### src/rtl/bram_sim_pkg.sv
// Shared types and helpers for the behavioural block-RAM model.
package bram_sim_pkg;

  typedef enum logic [1:0] {
    INIT_ZERO,
    INIT_INDEX,
    INIT_CONST
  } init_mode_e;

  localparam int unsigned MAX_RD_LAT = 4;

  // Never returns 0, so a single-word memory still gets a 1-bit index.
  function automatic int unsigned clog2_safe(input int unsigned n);
    return (n <= 1) ? 1 : $clog2(n);
  endfunction

endpackage

### src/rtl/bram_model_sim_if.sv
// BRAM port bundle between a conv engine (master) and the memory model (slave).
interface bram_model_sim_if #(
  parameter int unsigned DATA_W = 32,
  parameter int unsigned ADDR_W = 32,
  parameter int unsigned ERR_W  = 16
);
  logic                  bram_en;
  logic [ADDR_W-1:0]     bram_addr;
  logic [DATA_W-1:0]     bram_wrdata;
  logic [DATA_W/8-1:0]   bram_we;
  logic [DATA_W-1:0]     bram_rddata;
  logic                  bram_rdvalid;
  logic                  oob_flag;
  logic [ERR_W-1:0]      err_count;

  modport master (
    output bram_en, bram_addr, bram_wrdata, bram_we,
    input  bram_rddata, bram_rdvalid, oob_flag, err_count
  );

  modport slave (
    input  bram_en, bram_addr, bram_wrdata, bram_we,
    output bram_rddata, bram_rdvalid, oob_flag, err_count
  );
endinterface

### src/rtl/bram_rd_pipe.sv
// Read-result delay line; each stage's data only advances with its valid bit,
// so the last stage holds the most recent result between strobes.
module bram_rd_pipe #(
  parameter int unsigned DATA_W = 32,
  parameter int unsigned STAGES = 1
) (
  input  logic              clk,
  input  logic              reset,
  input  logic              i_valid,
  input  logic [DATA_W-1:0] i_data,
  output logic              o_valid,
  output logic [DATA_W-1:0] o_data
);

  logic [STAGES-1:0] r_valid;
  logic [DATA_W-1:0] r_data [STAGES];

  always_ff @(posedge clk or posedge reset) begin
    if (reset) begin
      r_valid <= '0;
      for (int unsigned s = 0; s < STAGES; s++) begin
        r_data[s] <= '0;
      end
    end else begin
      r_valid[0] <= i_valid;
      if (i_valid) begin
        r_data[0] <= i_data;
      end
      for (int unsigned s = 1; s < STAGES; s++) begin
        r_valid[s] <= r_valid[s-1];
        if (r_valid[s-1]) begin
          r_data[s] <= r_data[s-1];
        end
      end
    end
  end

  assign o_valid = r_valid[STAGES-1];
  assign o_data  = r_data[STAGES-1];

endmodule

### src/rtl/bram_model_sim.sv
// Configurable behavioural block-RAM for conv engine benches: byte enables,
// pipelined read latency, read-during-write mode and out-of-range detection.
module bram_model_sim
  import bram_sim_pkg::*;
#(
  parameter int unsigned      DATA_W     = 32,
  parameter int unsigned      DEPTH      = 48,
  parameter int unsigned      ADDR_W     = 32,
  parameter int unsigned      RD_LAT     = 1,
  parameter int unsigned      READ_FIRST = 1,
  parameter int unsigned      INIT_MODE  = 1,
  parameter logic [DATA_W-1:0] INIT_VAL  = '0,
  parameter int unsigned      ERR_W      = 16
) (
  input logic            clk,
  input logic            reset,
  bram_model_sim_if.slave bus
);

  localparam int unsigned NB    = DATA_W / 8;
  localparam int unsigned LSB   = $clog2(NB);
  localparam int unsigned IDX_W = clog2_safe(DEPTH);
  localparam int unsigned MEM_W = DEPTH * DATA_W;

  if (RD_LAT < 1 || RD_LAT > MAX_RD_LAT) begin : g_chk_lat
    $fatal(1, "bram_model_sim: RD_LAT must be within 1..%0d", MAX_RD_LAT);
  end
  if (DATA_W % 8 != 0) begin : g_chk_dw
    $fatal(1, "bram_model_sim: DATA_W must be a multiple of 8");
  end
  if (DEPTH < 1) begin : g_chk_depth
    $fatal(1, "bram_model_sim: DEPTH must be at least 1");
  end
  if (INIT_MODE > 2) begin : g_chk_init
    $fatal(1, "bram_model_sim: INIT_MODE must be 0, 1 or 2");
  end

  function automatic logic [MEM_W-1:0] f_init_image();
    logic [MEM_W-1:0] img;
    img = '0;
    for (int unsigned i = 0; i < DEPTH; i++) begin
      case (init_mode_e'(INIT_MODE))
        INIT_INDEX: img[i*DATA_W +: DATA_W] = DATA_W'(i + 1);
        INIT_CONST: img[i*DATA_W +: DATA_W] = INIT_VAL;
        default:    img[i*DATA_W +: DATA_W] = '0;
      endcase
    end
    return img;
  endfunction

  // Loaded once at time zero; reset intentionally leaves the contents alone.
  logic [MEM_W-1:0] r_mem = f_init_image();

  logic [IDX_W-1:0]  w_idx;
  logic [IDX_W-1:0]  w_idx_safe;
  logic              w_oob;
  logic [DATA_W-1:0] w_old;
  logic [DATA_W-1:0] w_merged;
  logic [DATA_W-1:0] w_rd_word;

  logic              r_rd_valid;
  logic [DATA_W-1:0] r_rd_data;
  logic              r_oob_flag;
  logic [ERR_W-1:0]  r_err_count;

  logic              w_pipe_valid;
  logic [DATA_W-1:0] w_pipe_data;

  assign w_idx = bus.bram_addr[LSB +: IDX_W];
  // Any address bit above the index field also makes the access out of range.
  assign w_oob = (|(bus.bram_addr >> (LSB + IDX_W))) || (32'(w_idx) >= DEPTH);

  always_comb begin
    w_idx_safe = w_oob ? '0 : w_idx;
    w_old      = r_mem[32'(w_idx_safe)*DATA_W +: DATA_W];
    w_merged   = w_old;
    for (int unsigned b = 0; b < NB; b++) begin
      if (bus.bram_we[b]) begin
        w_merged[8*b +: 8] = bus.bram_wrdata[8*b +: 8];
      end
    end
    if (w_oob) begin
      w_rd_word = '0;
    end else if (READ_FIRST != 0) begin
      w_rd_word = w_old;
    end else begin
      w_rd_word = w_merged;
    end
  end

  always_ff @(posedge clk) begin
    if (bus.bram_en && !w_oob) begin
      r_mem[32'(w_idx_safe)*DATA_W +: DATA_W] <= w_merged;
    end
  end

  always_ff @(posedge clk or posedge reset) begin
    if (reset) begin
      r_rd_valid  <= 1'b0;
      r_rd_data   <= '0;
      r_oob_flag  <= 1'b0;
      r_err_count <= '0;
    end else begin
      r_rd_valid <= bus.bram_en;
      if (bus.bram_en) begin
        r_rd_data <= w_rd_word;
      end
      if (bus.bram_en && w_oob) begin
        r_oob_flag <= 1'b1;
        if (r_err_count != '1) begin
          r_err_count <= r_err_count + ERR_W'(1);
        end
      end
    end
  end

  if (RD_LAT > 1) begin : g_pipe
    bram_rd_pipe #(
      .DATA_W (DATA_W),
      .STAGES (RD_LAT - 1)
    ) u_rd_pipe (
      .clk     (clk),
      .reset   (reset),
      .i_valid (r_rd_valid),
      .i_data  (r_rd_data),
      .o_valid (w_pipe_valid),
      .o_data  (w_pipe_data)
    );
  end else begin : g_no_pipe
    assign w_pipe_valid = r_rd_valid;
    assign w_pipe_data  = r_rd_data;
  end

  assign bus.bram_rddata  = w_pipe_data;
  assign bus.bram_rdvalid = w_pipe_valid;
  assign bus.oob_flag     = r_oob_flag;
  assign bus.err_count    = r_err_count;

endmodule

### src/flat_wrapper.sv
// flat-port wrapper written by rule: the top's interface ports become plain ports
module bram_model_sim_flat import bram_sim_pkg::*;
#(
  parameter int unsigned      DATA_W     = 32,
  parameter int unsigned      DEPTH      = 48,
  parameter int unsigned      ADDR_W     = 32,
  parameter int unsigned      RD_LAT     = 1,
  parameter int unsigned      READ_FIRST = 1,
  parameter int unsigned      INIT_MODE  = 1,
  parameter logic [DATA_W-1:0] INIT_VAL  = '0,
  parameter int unsigned      ERR_W      = 16
)
  (clk, reset, bus_bram_en, bus_bram_addr, bus_bram_wrdata, bus_bram_we, bus_bram_rddata, bus_bram_rdvalid, bus_oob_flag, bus_err_count);
  bram_model_sim_if #(.DATA_W(DATA_W), .ADDR_W(ADDR_W), .ERR_W(ERR_W)) bus_i ();
  input logic clk;
  input logic reset;
  input wire logic [$bits(bus_i.bram_en)-1:0] bus_bram_en;
  input wire logic [$bits(bus_i.bram_addr)-1:0] bus_bram_addr;
  input wire logic [$bits(bus_i.bram_wrdata)-1:0] bus_bram_wrdata;
  input wire logic [$bits(bus_i.bram_we)-1:0] bus_bram_we;
  output wire logic [$bits(bus_i.bram_rddata)-1:0] bus_bram_rddata;
  output wire logic [$bits(bus_i.bram_rdvalid)-1:0] bus_bram_rdvalid;
  output wire logic [$bits(bus_i.oob_flag)-1:0] bus_oob_flag;
  output wire logic [$bits(bus_i.err_count)-1:0] bus_err_count;
  assign bus_i.bram_en = bus_bram_en;
  assign bus_i.bram_addr = bus_bram_addr;
  assign bus_i.bram_wrdata = bus_bram_wrdata;
  assign bus_i.bram_we = bus_bram_we;
  assign bus_bram_rddata = bus_i.bram_rddata;
  assign bus_bram_rdvalid = bus_i.bram_rdvalid;
  assign bus_oob_flag = bus_i.oob_flag;
  assign bus_err_count = bus_i.err_count;
  bram_model_sim #(.DATA_W(DATA_W), .DEPTH(DEPTH), .ADDR_W(ADDR_W), .RD_LAT(RD_LAT), .READ_FIRST(READ_FIRST), .INIT_MODE(INIT_MODE), .INIT_VAL(INIT_VAL), .ERR_W(ERR_W)) u_core (.clk(clk), .reset(reset), .bus(bus_i));
endmodule
### config.mk
export PLATFORM = sky130hd
export DESIGN_NAME = bram_model_sim_flat
export DESIGN_NICKNAME = d
export VERILOG_FILES = /design/src/rtl/bram_sim_pkg.sv /design/src/rtl/bram_model_sim_if.sv /design/src/rtl/bram_rd_pipe.sv /design/src/rtl/bram_model_sim.sv /design/src/flat_wrapper.sv
export SDC_FILE = /design/constraint.sdc
export NUM_CORES = 2
export LEC_CHECK = 0
export CORE_MARGIN = 1.5
export CORE_UTILIZATION = 35
export CTS_BUF_LIST = sky130_fd_sc_hd__clkbuf_2 sky130_fd_sc_hd__clkbuf_4 sky130_fd_sc_hd__clkbuf_8
export DETAILED_ROUTE_END_ITERATION = 12
export HOLD_SLACK_MARGIN = 0.1
export SYNTH_ARGS = -nofsm -noshare
export SYNTH_HDL_FRONTEND = slang
export SYNTH_SLANG_ARGS = --single-unit
### constraint.sdc
create_clock -name clk -period 2.5 [get_ports clk]
set_input_delay 0.625 -clock clk [delete_from_list [all_inputs] [get_ports clk]]
set_output_delay 0.625 -clock clk [all_outputs]
set_load 0.05 [all_outputs]
-- After elaboration in Yosys (flattened, before gate mapping)
Cells that the tools add are included.
- logic and storage cells: 25
- output and inout port bits: 50
- input port bits: 71
- flip-flop bits (word level): 1586
- mux-type cells: 7
- shift operators: 3
- add/subtract/negate cells: 2
- order comparisons: 1
- reduce and logical (&&, ||, !) cells: 6
- eq/ne operators: 1
- operator list (cell ; count):
    $bwmux 1536 ; 1
    $shift 32x34->1536 const A ; 1
    $shiftx 1536x12->32 ; 1
    $shiftx 32x34->1536 ; 1
    $neg 11->34 ; 1
    $mux 32 ; 1
    $mux 8 ; 4
    $reduce_or 24->1 ; 1
    $add 16x1->16 const B ; 1
    $ne 16x16->1 const B ; 1
    $ge 6x6->1 const B ; 1
    $mux 6 ; 1
    $logic_and 1x1->1 ; 2
    $reduce_and 2->1 ; 1
    $logic_not 1->1 ; 1
    $logic_or 1x1->1 ; 1

-- Depth between registers and ports, before layout
- word-level depth: 7
- depth in mapped cells: 17
- gate-level depth less buffers: 11

-- Worst setup path after synthesis
OpenSTA, ideal clock, no wires.
- path kind: input to register
- start: input bus_bram_addr[17]
- end: register u_core.r_mem[100], enable pin
- library setup time: 0.421 ns
- data required time: 2.079 ns
- data arrival time: 4.761 ns
- stages on the path: 14
- path buffers: 5
- path slack: -2.683 ns
- path through: nor4_2 -> nand3_1 -> buf_2 -> nor2_4 -> clkbuf_1 -> nand2_1 -> ha_1 -> clkbuf_1 -> o31a_1 -> o221a_2 -> or3b_1 -> clkbuf_1 -> clkbuf_1 -> nor2_1
- longest elaborated chain between the ends: 4
- ends and longest elaborated chain (what ; RTL line ; source):
    from (decl) ; flat_wrapper.sv:18 ; input wire logic [$bits(bus_i.bram_addr)-1:0] bus_bram_addr;
    $reduce_or 24->1 ; bram_model_sim.sv:71 ; assign w_oob = (|(bus.bram_addr >> (LSB + IDX_W))) || (32'(w_idx) >= DEPTH);
    $logic_or 1x1->1 ; bram_model_sim.sv:71 ;
    $logic_not 1->1 ; bram_model_sim.sv:92 ; if (bus.bram_en && !w_oob) begin
    $logic_and 1x1->1 ; bram_model_sim.sv:92 ;
    to (signal, indexed assignment) ; bram_model_sim.sv:93 ; r_mem[32'(w_idx_safe)*DATA_W +: DATA_W] <= w_merged;
    to (decl) ; bram_model_sim.sv:52 ; logic [MEM_W-1:0] r_mem = f_init_image();
No other way between the ends.
A chain may end at the register's enable or synchronous reset.

-- Worst setup path in the final report
- start: input bus_bram_addr[7]
- end: register u_core.r_mem[39] (data pin)
- longest elaborated chain between the ends: 7
- elaborated cells between the ends (all ways): 12
- those cells by class: add/sub: 1; order compare: 1; shift: 3; mux: 6; reduce/logical: 1
- ends and longest elaborated chain (what ; RTL line ; source):
    $ge 6x6->1 ; bram_model_sim.sv:71 ;
    $logic_or 1x1->1 ; bram_model_sim.sv:71 ;
    $mux 6 (*) ; bram_model_sim.sv:74 ; w_idx_safe = w_oob ? '0 : w_idx;
    $shiftx 1536x12->32 ; bram_model_sim.sv:75 ; w_old = r_mem[32'(w_idx_safe)*DATA_W +: DATA_W];
    $mux 8 ; bram_model_sim.sv:78 ; if (bus.bram_we[b]) begin
    $shiftx 32x34->1536 ; bram_model_sim.sv:93 ;
    $bwmux 1536 (*) ; bram_model_sim.sv:93 ;
Every way passes the cells marked *; elsewhere a longest branch is shown, timed or not.

==> impl_metrics.tcl <==
set metrics [dict create \
    worst-slew-pin-transition_ps 870.6 \
    die_x_um 458.5 \
    area_growth_pct 40.13 \
    cts_root_buf "clkbuf_8" \
    die-area_um2 210200 \
    clk_pin_slew_worst_paths_ps 60 \
    grt_max_degree 51 \
    synth_seq_cells 1586 \
    yosysWarningCount 0 \
    worst_path_most_repeated_cell "buf_12" \
    final-hold-violation-count 0 \
    layout_setup_ws_ps -445.6 \
    grt_pass1_wl_um 441100 \
    post-route-period-util_pct 117.8 \
    htree_levels 5 \
    fillers 17101 \
    fmax_ghz 0.3395 \
    gr-usage-met1_pct 37.67 \
    grt_busiest_layer "met2" \
    grt_pass1_vias 55889 \
    violations "setup timing" \
    timing.final.crit_period_ps 2946 \
    syn_inst 5366 \
    crit_buf_inv 10 \
    grt_use_met2_pct 44.53 \
    dp_slack_ps -2301 \
    core_area_um2 206700 \
    cp-end-kind "flop" \
    critPathLaunchType "primary input" \
    power_mw 57.55 \
    gr-usage-met3_pct 9.480 \
    clockBufferDepth 4 \
    syn_nets 5440 \
    path_max_fanout 8 \
    start_util_pct 35.14 \
    synth_cell_types 71 \
    hold_slack_ps 410.3 \
    io_buffers 118 \
    crit_family "buffers and inverters" \
    routedWlPerCell_um 35.61 \
    finalClockSkew_ps 110.7 \
    slowest_delay_ps 290 \
    drt-pass1-iter-count 8 \
    final_cells 9211 \
    hpwl_um 186300 \
    yosysSeqAreaShare_pct 65.24 \
    antenna_found_initial 22 \
    rsz0062_at_grt "yes" \
    synth_flop_cell "edfxtp_1" \
    tritoncts "yes" \
    grt.overflow.total 0 \
    outcome "finished, violations left" \
    setup_violations 3072 \
    place_inst 8408 \
    fin_tns_setup_ps -839040 \
    cts_sinks 1586 \
    die_h_um 458.5 \
    powerDensity_nw_per_um2 565.6 \
    drive_gt1_share_pct 39.35 \
    irDropWorstVdd_uv 564.4 \
    slew_headroom_pct 41.96 \
    path_class "primary input to flop" \
    synth.top_cell.area_share_pct 63.52 \
    required_ps 3340 \
    syn_area_per_cell_um2 13.53 \
    synth.area.top_cells "edfxtp_1 64%, nor3_1 10%, mux4_2 8.0%" \
    drc_errors 0 \
    io_pins 121 \
    row_count 167 \
    leakagePower_nw 31.33 \
    async_flop_share_pct 3.153 \
    antenna_left 0 \
    slew_viol_final 0 \
    drt_iter0_markers 10231 \
    clkLatencyLatePin_ps 1070 \
    wirelength_um 328000 \
    synth_top_area_cell "edfxtp_1" \
    hold_path.class "primary input to flop" \
    grt_usage_pct 29.92 \
    nNetsFinal 6381 \
    synth-edff-count 1536 \
    crit_chain "dlygate4sd2_1 > buf_12 > nand2_4 > nand4_4 > buf_6 > nor2_4 > buf_12 > nand2_4 > ha_4 > o31a_1 > o221a_4 > buf_6 > buf_8 > nor3b_4 > buf_4 > buf_12 > buf_12 > nand2_8 > buf_12 > nor3_1" \
    place.gp.congestion 0.9928 \
    numCtsBuffers 289 \
    worstPathArrival_ps 3790 \
    maxCapViolations 0 \
    via_per_inst 6.395 \
    crit_slowest_cell "o221a_4" \
    num_vias 58906 \
    netlist_area_um2 72620 \
]
-- per-stage QoR --
stage | area [um2] | util, %
after floorplan | 73170 | -
after global placement | 85690 | 41.47
after detailed placement | 85690 | 41.47
after CTS | 99470 | 48.13
after global routing | 101800 | 49.24
final | 101800 | 49.24
-- flip-flops by register name, summed over array words and instances, names as in the netlist --
signal / count
u_core.r_mem: 1536
u_core.bus.bram_rddata: 32
u_core.bus.err_count: 16
u_core.bus.bram_rdvalid: 1
u_core.bus.oob_flag: 1
-- power by group --
part | internal (mW) | total [mW] | switching [mW]
Combinational | 1.61 | 4.51 | 2.89
Sequential | 28.8 | 28.9 | 0.0816
Clock | 13.0 | 24.2 | 11.1
-- tightest hold or removal path, stage by stage --
cell and delay [ps]:
buf_2 240, nor2b_4 220, nor3_1 190
-- worst paths after layout --
check / to / cells past startpoint / start / slack [ps]
worst max-delay path: u_core.r_mem[39] / 20 / bus_bram_addr[7] / -450
worst min-delay path: u_core.r_mem[612] / 3 / bus_bram_we[0] / 410
worst max register to register: u_core.r_mem[1347] / 11 / u_core.r_mem[835] / -430
worst min register to register: u_core.bus.oob_flag / 1 / u_core.bus.oob_flag / 460
max in group asynchronous: u_core.bus.bram_rddata[23] / 4 / reset / 1570
min in group asynchronous: u_core.bus.bram_rddata[7] / 4 / reset / 510
-- metal layers --
| metal | up-vias | wire (um) |
|---|---|---|
| met5 | - | 112 |
| met4 | 18 | 25330 |
| met3 | 1057 | 46710 |
| met2 | 5019 | 143600 |
| met1 | 29774 | 112200 |
| li1 | 23038 | - |
-- area by class of cell --
cell class	count	area [um2]	share of cell area (%)
sequential	1586	47380	46.56
multi-input combinational	3048	26820	26.36
timing repair buffer	1329	18590	18.27
clock buffer	393	4833	4.750
tap	2704	3383	3.325
clock inverter	89	533.0	0.5238
inverter	53	200.2	0.1967
antenna	9	22.52	0.02213
-- cells in the final DEF, fill, tap and decap left out, types with 23 or more instances in the layout --
master / count
dlygate4sd2_1: 26
clkdlybuf4s50_1: 38
a22oi_1: 58
clkbuf_8: 301
buf_16: 131
clkbuf_16: 25
a211oi_4: 29
mux4_2: 257
nor3_2: 215
clkbuf_4: 92
nor3_4: 49
clkinv_1: 60
nand2_8: 42
nand2_1: 29
nor2b_4: 25
o32a_1: 30
a2111oi_2: 24
edfxtp_1: 1536
nor2_1: 171
buf_4: 597
buf_6: 74
mux2i_1: 219
nor2_4: 62
inv_1: 48
o22ai_1: 32
dfrtp_1: 49
buf_12: 366
o21ai_0: 23
a21oi_1: 156
nor3_1: 1264
-- repair_timing --
item                                     CTS  global route
gates resized for setup                  799           345
pin swaps                                152            93
hold endpoints to repair                  52             0
endpoints found under the setup margin  3151          3112
gates cloned                             146            27
buffers inserted                         137            37
hold buffers                               2             0
-- logic make-up after synthesis --
kind of cell               after synthesis  share of synthesized area [%]
and+or+nand+nor                       1982                          13.43
adders and majority gates                3                        0.05170
xor gates and xnor gates                17                         0.2050
muxes                                  482                          11.08
DFF                                   1586                          65.24
buffers and inverters                  732                          4.430
AOI/OAI and AO/OA                      564                          5.560
-- Yosys cell counts (all sizes together) (46+ instances only) --
library cell,count
inv,52
a2111oi,60
mux2i,221
a22oi,60
nand2,86
dfrtp,50
o311ai,46
edfxtp,1536
clkbuf,474
nor3,1528
mux4,257
buf,205
a21oi,161
nor2,248
Power figures use the tool's default switching activity.
